[src/rtl/pipe_ctrl_tracker_if.sv]
// Control/status bundle between the ID-stage control unit and pipe_ctrl_tracker.
// master = control-unit/datapath side, slave = tracker side.
interface pipe_ctrl_tracker_if #(
  parameter int unsigned REG_W = 5,
  parameter int unsigned CNT_W = 16
);
  logic             id_wreg;
  logic             id_m2reg;
  logic             id_wmem;
  logic             id_wz;
  logic             id_is_jump;
  logic             id_is_beq;
  logic             id_is_bne;
  logic [REG_W-1:0] id_rd;
  logic             stall_en;
  logic             alu_z;

  logic [REG_W-1:0] exe_rd;
  logic [REG_W-1:0] mem_rd;
  logic [REG_W-1:0] wb_rd;
  logic             exe_wreg;
  logic             mem_wreg;
  logic             wb_wreg;
  logic             exe_m2reg;
  logic             mem_m2reg;
  logic             wb_m2reg;
  logic             exe_wmem;
  logic             mem_wmem;
  logic             exe_is_jump;
  logic             exe_is_beq;
  logic             exe_is_bne;
  logic             mem_branch;
  logic             wb_branch;
  logic             rsrtequ;
  logic             bubble;
  logic [CNT_W-1:0] stall_cnt;
  logic [CNT_W-1:0] flush_cnt;

  modport master (
    output id_wreg, id_m2reg, id_wmem, id_wz, id_is_jump, id_is_beq, id_is_bne, id_rd,
    output stall_en, alu_z,
    input  exe_rd, mem_rd, wb_rd, exe_wreg, mem_wreg, wb_wreg,
    input  exe_m2reg, mem_m2reg, wb_m2reg, exe_wmem, mem_wmem,
    input  exe_is_jump, exe_is_beq, exe_is_bne, mem_branch, wb_branch,
    input  rsrtequ, bubble, stall_cnt, flush_cnt
  );

  modport slave (
    input  id_wreg, id_m2reg, id_wmem, id_wz, id_is_jump, id_is_beq, id_is_bne, id_rd,
    input  stall_en, alu_z,
    output exe_rd, mem_rd, wb_rd, exe_wreg, mem_wreg, wb_wreg,
    output exe_m2reg, mem_m2reg, wb_m2reg, exe_wmem, mem_wmem,
    output exe_is_jump, exe_is_beq, exe_is_bne, mem_branch, wb_branch,
    output rsrtequ, bubble, stall_cnt, flush_cnt
  );
endinterface

[src/rtl/pipe_ctrl_tracker.sv]
// EXE/MEM/WB control shift structure with bubble insertion and branch resolution.
// Optional stall/flush performance counters are built when PIPE_CTRL_PERF_EN is defined.
module pipe_ctrl_tracker #(
  parameter int unsigned REG_W = 5,
  parameter int unsigned CNT_W = 16
) (
  input  logic                 clk,
  input  logic                 rst_n,
  pipe_ctrl_tracker_if.slave   bus
);

  logic             exe_wreg_q, exe_m2reg_q, exe_wmem_q, exe_wz_q;
  logic             exe_is_jump_q, exe_is_beq_q, exe_is_bne_q;
  logic [REG_W-1:0] exe_rd_q;
  logic             exe_wreg_d, exe_m2reg_d, exe_wmem_d, exe_wz_d;
  logic             exe_is_jump_d, exe_is_beq_d, exe_is_bne_d;
  logic [REG_W-1:0] exe_rd_d;

  logic             mem_wreg_q, mem_m2reg_q, mem_wmem_q, mem_branch_q;
  logic [REG_W-1:0] mem_rd_q;
  logic             wb_wreg_q, wb_m2reg_q, wb_branch_q;
  logic [REG_W-1:0] wb_rd_q;
  logic             rsrtequ_q;

  logic             bubble;
  logic             branch_taken;

  // Only registered state and stall_en feed the bubble; alu_z never does.
  assign bubble       = bus.stall_en | exe_is_jump_q | mem_branch_q | wb_branch_q;
  assign branch_taken = (exe_is_beq_q & bus.alu_z) | (exe_is_bne_q & ~bus.alu_z);

  always_comb begin
    exe_wreg_d    = 1'b0;
    exe_m2reg_d   = 1'b0;
    exe_wmem_d    = 1'b0;
    exe_wz_d      = 1'b0;
    exe_is_jump_d = 1'b0;
    exe_is_beq_d  = 1'b0;
    exe_is_bne_d  = 1'b0;
    exe_rd_d      = '0;
    if (!bubble) begin
      exe_wreg_d    = bus.id_wreg;
      exe_m2reg_d   = bus.id_m2reg;
      exe_wmem_d    = bus.id_wmem;
      exe_wz_d      = bus.id_wz;
      exe_is_jump_d = bus.id_is_jump;
      exe_is_beq_d  = bus.id_is_beq;
      exe_is_bne_d  = bus.id_is_bne;
      exe_rd_d      = bus.id_rd;
    end
  end

  always_ff @(posedge clk or negedge rst_n) begin
    if (!rst_n) begin
      exe_wreg_q    <= 1'b0;
      exe_m2reg_q   <= 1'b0;
      exe_wmem_q    <= 1'b0;
      exe_wz_q      <= 1'b0;
      exe_is_jump_q <= 1'b0;
      exe_is_beq_q  <= 1'b0;
      exe_is_bne_q  <= 1'b0;
      exe_rd_q      <= '0;
      mem_wreg_q    <= 1'b0;
      mem_m2reg_q   <= 1'b0;
      mem_wmem_q    <= 1'b0;
      mem_branch_q  <= 1'b0;
      mem_rd_q      <= '0;
      wb_wreg_q     <= 1'b0;
      wb_m2reg_q    <= 1'b0;
      wb_branch_q   <= 1'b0;
      wb_rd_q       <= '0;
      rsrtequ_q     <= 1'b0;
    end else begin
      exe_wreg_q    <= exe_wreg_d;
      exe_m2reg_q   <= exe_m2reg_d;
      exe_wmem_q    <= exe_wmem_d;
      exe_wz_q      <= exe_wz_d;
      exe_is_jump_q <= exe_is_jump_d;
      exe_is_beq_q  <= exe_is_beq_d;
      exe_is_bne_q  <= exe_is_bne_d;
      exe_rd_q      <= exe_rd_d;
      mem_wreg_q    <= exe_wreg_q;
      mem_m2reg_q   <= exe_m2reg_q;
      mem_wmem_q    <= exe_wmem_q;
      mem_branch_q  <= branch_taken;
      mem_rd_q      <= exe_rd_q;
      wb_wreg_q     <= mem_wreg_q;
      wb_m2reg_q    <= mem_m2reg_q;
      wb_branch_q   <= mem_branch_q;
      wb_rd_q       <= mem_rd_q;
      if (exe_wz_q) begin
        rsrtequ_q <= bus.alu_z;
      end
    end
  end

  assign bus.exe_wreg    = exe_wreg_q;
  assign bus.exe_m2reg   = exe_m2reg_q;
  assign bus.exe_wmem    = exe_wmem_q;
  assign bus.exe_is_jump = exe_is_jump_q;
  assign bus.exe_is_beq  = exe_is_beq_q;
  assign bus.exe_is_bne  = exe_is_bne_q;
  assign bus.exe_rd      = exe_rd_q;
  assign bus.mem_wreg    = mem_wreg_q;
  assign bus.mem_m2reg   = mem_m2reg_q;
  assign bus.mem_wmem    = mem_wmem_q;
  assign bus.mem_branch  = mem_branch_q;
  assign bus.mem_rd      = mem_rd_q;
  assign bus.wb_wreg     = wb_wreg_q;
  assign bus.wb_m2reg    = wb_m2reg_q;
  assign bus.wb_branch   = wb_branch_q;
  assign bus.wb_rd       = wb_rd_q;
  assign bus.rsrtequ     = rsrtequ_q;
  assign bus.bubble      = bubble;

`ifdef PIPE_CTRL_PERF_EN
  logic [CNT_W-1:0] stall_cnt_q;
  logic [CNT_W-1:0] flush_cnt_q;

  // A cycle that both stalls and flushes counts as a stall only.
  always_ff @(posedge clk or negedge rst_n) begin
    if (!rst_n) begin
      stall_cnt_q <= '0;
      flush_cnt_q <= '0;
    end else begin
      if (bus.stall_en && (stall_cnt_q != {CNT_W{1'b1}})) begin
        stall_cnt_q <= stall_cnt_q + 1'b1;
      end
      if (bubble && !bus.stall_en && (flush_cnt_q != {CNT_W{1'b1}})) begin
        flush_cnt_q <= flush_cnt_q + 1'b1;
      end
    end
  end

  assign bus.stall_cnt = stall_cnt_q;
  assign bus.flush_cnt = flush_cnt_q;
`else
  assign bus.stall_cnt = {CNT_W{1'b0}};
  assign bus.flush_cnt = {CNT_W{1'b0}};
`endif

endmodule
[src/flat_wrapper.sv]
// flat-port wrapper written by rule: the top's interface ports become plain ports
module pipe_ctrl_tracker_flat 
#(
  parameter int unsigned REG_W = 5,
  parameter int unsigned CNT_W = 16
)
  (clk, rst_n, bus_id_wreg, bus_id_m2reg, bus_id_wmem, bus_id_wz, bus_id_is_jump, bus_id_is_beq, bus_id_is_bne, bus_id_rd, bus_stall_en, bus_alu_z, bus_exe_rd, bus_mem_rd, bus_wb_rd, bus_exe_wreg, bus_mem_wreg, bus_wb_wreg, bus_exe_m2reg, bus_mem_m2reg, bus_wb_m2reg, bus_exe_wmem, bus_mem_wmem, bus_exe_is_jump, bus_exe_is_beq, bus_exe_is_bne, bus_mem_branch, bus_wb_branch, bus_rsrtequ, bus_bubble, bus_stall_cnt, bus_flush_cnt);
  pipe_ctrl_tracker_if #(.REG_W(REG_W), .CNT_W(CNT_W)) bus_i ();
  input  logic clk;
  input  logic rst_n;
  input wire logic [$bits(bus_i.id_wreg)-1:0] bus_id_wreg;
  input wire logic [$bits(bus_i.id_m2reg)-1:0] bus_id_m2reg;
  input wire logic [$bits(bus_i.id_wmem)-1:0] bus_id_wmem;
  input wire logic [$bits(bus_i.id_wz)-1:0] bus_id_wz;
  input wire logic [$bits(bus_i.id_is_jump)-1:0] bus_id_is_jump;
  input wire logic [$bits(bus_i.id_is_beq)-1:0] bus_id_is_beq;
  input wire logic [$bits(bus_i.id_is_bne)-1:0] bus_id_is_bne;
  input wire logic [$bits(bus_i.id_rd)-1:0] bus_id_rd;
  input wire logic [$bits(bus_i.stall_en)-1:0] bus_stall_en;
  input wire logic [$bits(bus_i.alu_z)-1:0] bus_alu_z;
  output wire logic [$bits(bus_i.exe_rd)-1:0] bus_exe_rd;
  output wire logic [$bits(bus_i.mem_rd)-1:0] bus_mem_rd;
  output wire logic [$bits(bus_i.wb_rd)-1:0] bus_wb_rd;
  output wire logic [$bits(bus_i.exe_wreg)-1:0] bus_exe_wreg;
  output wire logic [$bits(bus_i.mem_wreg)-1:0] bus_mem_wreg;
  output wire logic [$bits(bus_i.wb_wreg)-1:0] bus_wb_wreg;
  output wire logic [$bits(bus_i.exe_m2reg)-1:0] bus_exe_m2reg;
  output wire logic [$bits(bus_i.mem_m2reg)-1:0] bus_mem_m2reg;
  output wire logic [$bits(bus_i.wb_m2reg)-1:0] bus_wb_m2reg;
  output wire logic [$bits(bus_i.exe_wmem)-1:0] bus_exe_wmem;
  output wire logic [$bits(bus_i.mem_wmem)-1:0] bus_mem_wmem;
  output wire logic [$bits(bus_i.exe_is_jump)-1:0] bus_exe_is_jump;
  output wire logic [$bits(bus_i.exe_is_beq)-1:0] bus_exe_is_beq;
  output wire logic [$bits(bus_i.exe_is_bne)-1:0] bus_exe_is_bne;
  output wire logic [$bits(bus_i.mem_branch)-1:0] bus_mem_branch;
  output wire logic [$bits(bus_i.wb_branch)-1:0] bus_wb_branch;
  output wire logic [$bits(bus_i.rsrtequ)-1:0] bus_rsrtequ;
  output wire logic [$bits(bus_i.bubble)-1:0] bus_bubble;
  output wire logic [$bits(bus_i.stall_cnt)-1:0] bus_stall_cnt;
  output wire logic [$bits(bus_i.flush_cnt)-1:0] bus_flush_cnt;
  assign bus_i.id_wreg = bus_id_wreg;
  assign bus_i.id_m2reg = bus_id_m2reg;
  assign bus_i.id_wmem = bus_id_wmem;
  assign bus_i.id_wz = bus_id_wz;
  assign bus_i.id_is_jump = bus_id_is_jump;
  assign bus_i.id_is_beq = bus_id_is_beq;
  assign bus_i.id_is_bne = bus_id_is_bne;
  assign bus_i.id_rd = bus_id_rd;
  assign bus_i.stall_en = bus_stall_en;
  assign bus_i.alu_z = bus_alu_z;
  assign bus_exe_rd = bus_i.exe_rd;
  assign bus_mem_rd = bus_i.mem_rd;
  assign bus_wb_rd = bus_i.wb_rd;
  assign bus_exe_wreg = bus_i.exe_wreg;
  assign bus_mem_wreg = bus_i.mem_wreg;
  assign bus_wb_wreg = bus_i.wb_wreg;
  assign bus_exe_m2reg = bus_i.exe_m2reg;
  assign bus_mem_m2reg = bus_i.mem_m2reg;
  assign bus_wb_m2reg = bus_i.wb_m2reg;
  assign bus_exe_wmem = bus_i.exe_wmem;
  assign bus_mem_wmem = bus_i.mem_wmem;
  assign bus_exe_is_jump = bus_i.exe_is_jump;
  assign bus_exe_is_beq = bus_i.exe_is_beq;
  assign bus_exe_is_bne = bus_i.exe_is_bne;
  assign bus_mem_branch = bus_i.mem_branch;
  assign bus_wb_branch = bus_i.wb_branch;
  assign bus_rsrtequ = bus_i.rsrtequ;
  assign bus_bubble = bus_i.bubble;
  assign bus_stall_cnt = bus_i.stall_cnt;
  assign bus_flush_cnt = bus_i.flush_cnt;
  pipe_ctrl_tracker #(.REG_W(REG_W), .CNT_W(CNT_W)) u_core (.clk(clk), .rst_n(rst_n), .bus(bus_i));
endmodule
[config.mk]
export PLATFORM = sky130hd
export DESIGN_NAME = pipe_ctrl_tracker_flat
export DESIGN_NICKNAME = d
export VERILOG_FILES = /design/src/rtl/pipe_ctrl_tracker_if.sv /design/src/rtl/pipe_ctrl_tracker.sv /design/src/flat_wrapper.sv
export SDC_FILE = /design/constraint.sdc
export NUM_CORES = 1
export LEC_CHECK = 0
export ABC_CLOCK_PERIOD_IN_PS = 3000
export CORE_UTILIZATION = 37
export CTS_CLUSTER_DIAMETER = 120
export DETAILED_ROUTE_END_ITERATION = 10
export PLACE_DENSITY_LB_ADDON = 0.2
export SYNTH_ARGS = -nofsm -noshare
export SYNTH_HDL_FRONTEND = slang
export SYNTH_SLANG_ARGS = --single-unit
[constraint.sdc]
create_clock -name clk -period 3 [get_ports clk]
set_input_delay 0.3 -clock clk [delete_from_list [all_inputs] [get_ports clk]]
set_output_delay 0.3 -clock clk [all_outputs]
set_load 0.01 [all_outputs]
==> flow_metrics.tcl, run 1 <==
set metrics [dict create \
    worst_setup_path_start_kind "flop" \
    port_buffers 45 \
    hold_violations 0 \
    wl_um 1750 \
    yosysSeqAreaShare_pct 67.3 \
    critPathKind "reg -> out" \
    fin_crit_ns 2.01 \
    ir_drop_mv 0.322 \
    antenna_found_initial 0 \
    antennaDiodeCount 0 \
    overflow 0 \
    slowest_stage "clkdlybuf4s50_1" \
    cts_resized 0 \
    critPathRequiredTime_ns 2.70 \
    grt_pass1_wl_um 2760 \
    pin_count 78 \
    clock_path_buffers 2 \
    gp_congestion 0.607 \
    skew_ns 0.00413 \
    arrival_ns 1.71 \
    hold_class "in -> async" \
    clk_latency_ns 0.32 \
    final_nets 148 \
    cts_sinks 30 \
    syn_avg_cell_area_um2 14.0 \
    p_leak_uw 0.000761 \
    grtUsageTotal_pct 12.4 \
    ys_seq_elements 30 \
    p_total_uw 850 \
    fillers 252 \
    cp_top_family "buffers and inverters" \
    drive_gt1_share_pct 9.02 \
    rsz0062_at_grt "false" \
    yosysWarnings 0 \
    dieArea_um2 3240 \
    violations "DRC" \
    cts_buffers 5 \
    holdBufCountCts 0 \
    grt_max_degree 31 \
    status "finished, violations left" \
    syn_area_um2 1120 \
    dp.cells 156 \
    dp_slack_ns 1.12 \
    drc 12 \
    grt_pass1_vias 599 \
    via_per_inst 3.91 \
    core_area_um2 2810 \
    endpoint_kind "output pin" \
    most-common-layout-cells "clkdlybuf4s50_1 (45), conb_1 (32), dfrtp_1 (30)" \
    rr_worst_depth 3 \
    syn_to_final_growth_pct 38.8 \
    cts_tree "built" \
    start_util_pct 39.8 \
    slowest_delay_ns 0.47 \
    root_buffer "clkbuf_4" \
    h-tree-depth 2 \
    drv_cap 0 \
    ant_nets 0 \
    setup_viol 0 \
    drt_iter0_drc 14 \
    max_freq_mhz 497 \
    core.rowCount 19 \
    p_per_area_nw_per_um2 548 \
    worst-path-buf-inv 3 \
    post-route-period-util_pct 67.1 \
    crit_chain "nor4_2 > buf_4 > inv_1 > clkdlybuf4s50_1" \
    netlist_instances 80 \
    dpl.hpwl_um 1330 \
    path_max_fanout 13 \
    die_h_um 56.9 \
    cts_setup_buffers 0 \
    die_w_um 56.9 \
    wire_per_inst_um 10.6 \
    instances_no_fill 164 \
    vias 641 \
    slew_viol_final 0 \
    setup_ws_ns 0.988 \
    first_pass_iters 7 \
    ys_types 7 \
    clk_transition_reported_paths_ns 0.09 \
    cp_num_cells 4 \
    mostFrequentLayoutCell "clkdlybuf4s50_1" \
    setup-tns-final_ns 0 \
]
## logic make-up after synthesis
kind of cell  after synthesis  share of synthesized area, %
buf+inv                    34                          22.5
flops                      30                          67.3
simple gates               13                          7.85
mux                         2                          2.02
other cells                 1                         0.336
## cell usage after synthesis
library cell	number	area, um2
buf_4	33	248
nor4_2	1	12.5
inv_1	1	3.75
conb_1	1	3.75
and2_1	12	75.1
dfrtp_1	30	751
mux2_2	2	22.5
## where the power goes
group          total, uW  internal (uW)  switching, uW
Sequential           453            437           15.6
Clock                241            113            128
Combinational        155           87.8           67.4
Total                850            639            211
## layer usage
metal  global-route usage (%)  vias to the layer above  wire length (um)
met5                        0                        -                 0
met1                     9.95                      301               503
met2                     22.0                       52               915
met4                     7.32                        0                51
li1                         -                      282                 -
met3                     8.29                        6               275
## stage by stage
stage / cell area (um2) / hold WS, ns / utilization, %
after CTS: 1550 / 0.343 / 55.2
after global placement: 1490 / 0.356 / 53.1
after global routing: 1550 / 0.374 / 55.2
final: 1550 / 0.348 / 55.2
after detailed placement: 1490 / 0.360 / 53.1
after floorplan: 1230 / 0.00441 / -
## final timing paths
check / from / to / slack (ns)
max reg2reg: u_core.bus.wb_branch / u_core.bus.exe_is_beq / 1.94
min: rst_n / u_core.bus.wb_rd[0] / 0.35
min in group clk: u_core.bus.exe_rd[3] / u_core.bus.mem_rd[3] / 0.38
min reg2reg: u_core.bus.exe_rd[3] / u_core.bus.mem_rd[3] / 0.38
max in group asynchronous: rst_n / u_core.bus.mem_wmem / 2.38
max: u_core.bus.wb_branch / bus_bubble / 0.99
## cell type report
| cell class | count | area (um2) | area share (%) |
|---|---|---|---|
| Sequential cell | 30 | 751 | 48.5 |
| Tap cell | 31 | 38.8 | 2.50 |
| Timing Repair Buffer | 47 | 465 | 30.0 |
| Clock inverter | 1 | 5.00 | 0.323 |
| Multi-Input combinational cell | 47 | 230 | 14.9 |
| Inverter | 1 | 3.75 | 0.242 |
| Clock buffer | 7 | 55.1 | 3.55 |
Note: power is estimated with default switching activity, not from simulation.
==> run 2, diff against run 1 <==
ABC_CLOCK_PERIOD_IN_PS = 1920   (was 3000)
CORE_UTILIZATION = 34   (was 37)
clock period = 1.92 ns   (was 3 ns; I/O delays follow)
==> flow_metrics.tcl, run 2 (same netlist as run 1, synthesis figures left out) <==
set metrics [dict create \
    vias 638 \
    slowest_stage "clkdlybuf4s50_1" \
    dpl.hpwl_um 1290 \
    r2r-start "u_core.bus.wb_branch" \
    core_area_um2 3080 \
    arrival_ns 1.60 \
    critPathKind "reg -> out" \
    fin_area_um2 1620 \
    dieArea_um2 3520 \
    p_per_area_nw_per_um2 992 \
    setup-tns-final_ns 0 \
    drive_gt1_share_pct 9.77 \
    cp_top_family "buffers and inverters" \
    skew_ns 0.00395 \
    wire_per_inst_um 9.69 \
    cts_resized 0 \
    pin_count 78 \
    syn_to_final_growth_pct 44.8 \
    root_buffer "clkbuf_4" \
    cts_tree "built" \
    grtUsageTotal_pct 11.1 \
    rr_worst_depth 3 \
    rsz0062_at_grt "false" \
    overflow 0 \
    ir_drop_mv 0.452 \
    antennaDiodeCount 0 \
    slew_viol_final 0 \
    final_nets 148 \
    worst-path-buf-inv 2 \
    first_pass_iters 2 \
    r2r_slack_ns 0.78 \
    status "finished clean" \
    port_buffers 45 \
    path_max_fanout 2 \
    drc 0 \
    die_w_um 59.3 \
    mostFrequentLayoutCell "clkdlybuf4s50_1" \
    start_util_pct 36.3 \
    grt_pass1_wl_um 2660 \
    maxUsedRoutingLayer "met4" \
    die_h_um 59.3 \
    dr_wl_met2_um 871 \
    grt_pass1_vias 577 \
    drt_iter0_drc 8 \
    gp_congestion 0.635 \
    hold_violations 0 \
    via_per_inst 3.60 \
    dp.cells 169 \
    wl_met3_um 187 \
    wl_met1_um 634 \
    post-route-period-util_pct 93.6 \
    cts_sinks 30 \
    most-common-layout-cells "clkdlybuf4s50_1 (45), conb_1 (32), dfrtp_1 (30)" \
    endpoint_kind "output pin" \
    instances_no_fill 177 \
    fin_crit_ns 1.80 \
    p_total_uw 1600 \
    critPathRequiredTime_ns 1.73 \
    grt_max_degree 31 \
    antenna_found_initial 0 \
    clock_path_buffers 2 \
    cts_buffers 5 \
    setup_viol 0 \
    cts_setup_buffers 0 \
    clk_transition_reported_paths_ns 0.09 \
    slowest_delay_ns 0.49 \
    drv_cap 0 \
    h-tree-depth 2 \
    core.rowCount 20 \
    clk_latency_ns 0.32 \
    worst_setup_path_start_kind "flop" \
    p_leak_uw 0.000785 \
    max_freq_mhz 557 \
    wl_um 1720 \
    crit_chain "nor4_2 > inv_1 > clkdlybuf4s50_1" \
    hold_class "in -> async" \
    placed_cell_area_um2 1510 \
    ant_nets 0 \
    r2r-end "u_core.bus.exe_is_jump" \
    holdBufCountCts 0 \
]
## run 2: stage by stage
| stage | setup slack [ns] | hold WS, ns | util (%) |
|---|---|---|---|
| global route | 0.0136 | 0.264 | 52.5 |
| CTS | 0.0763 | 0.251 | 52.5 |
| finish | 0.124 | 0.251 | 52.5 |
| detailed placement | 0.331 | 0.361 | 48.9 |
| floorplan | 0.740 | -0.104 | - |
| global placement | 0.294 | 0.357 | 48.9 |
## run 2: area by class of cell
class / count / area (um2)
clock buffer: 6 / 51.3
clock inverter: 2 / 60.1
fill: 293 / 1460
inverter: 1 / 3.75
multi-input combinational: 47 / 230
sequential: 30 / 751
tap: 44 / 55.1
timing repair buffer: 47 / 465
## run 2: routing by layer
| metal | track usage [%] | up-vias |
|---|---|---|
| li1 | - | 285 |
| met4 | 9.18 | 0 |
| met3 | 5.46 | 4 |
| met5 | 0 | - |
| met1 | 11.7 | 301 |
| met2 | 16.7 | 48 |
## run 2: power by group
group          switching, uW  internal (uW)
logic                    105            137
clock network            214            441
registers               23.2            683
## run 2: worst max path at each step
| stage | startpoint | endpoint | cells after the start |
|---|---|---|---|
| 5_1_grt | u_core.bus.wb_branch | bus_bubble | 3 |
| 2_1_floorplan | u_core.bus.wb_branch | bus_bubble | 3 |
| 6_report | u_core.bus.wb_branch | bus_bubble | 3 |
| 3_3_place_gp | bus_stall_en | bus_bubble | 4 |
| 4_1_cts | u_core.bus.wb_branch | bus_bubble | 3 |
| 3_5_place_dp | bus_stall_en | bus_bubble | 4 |
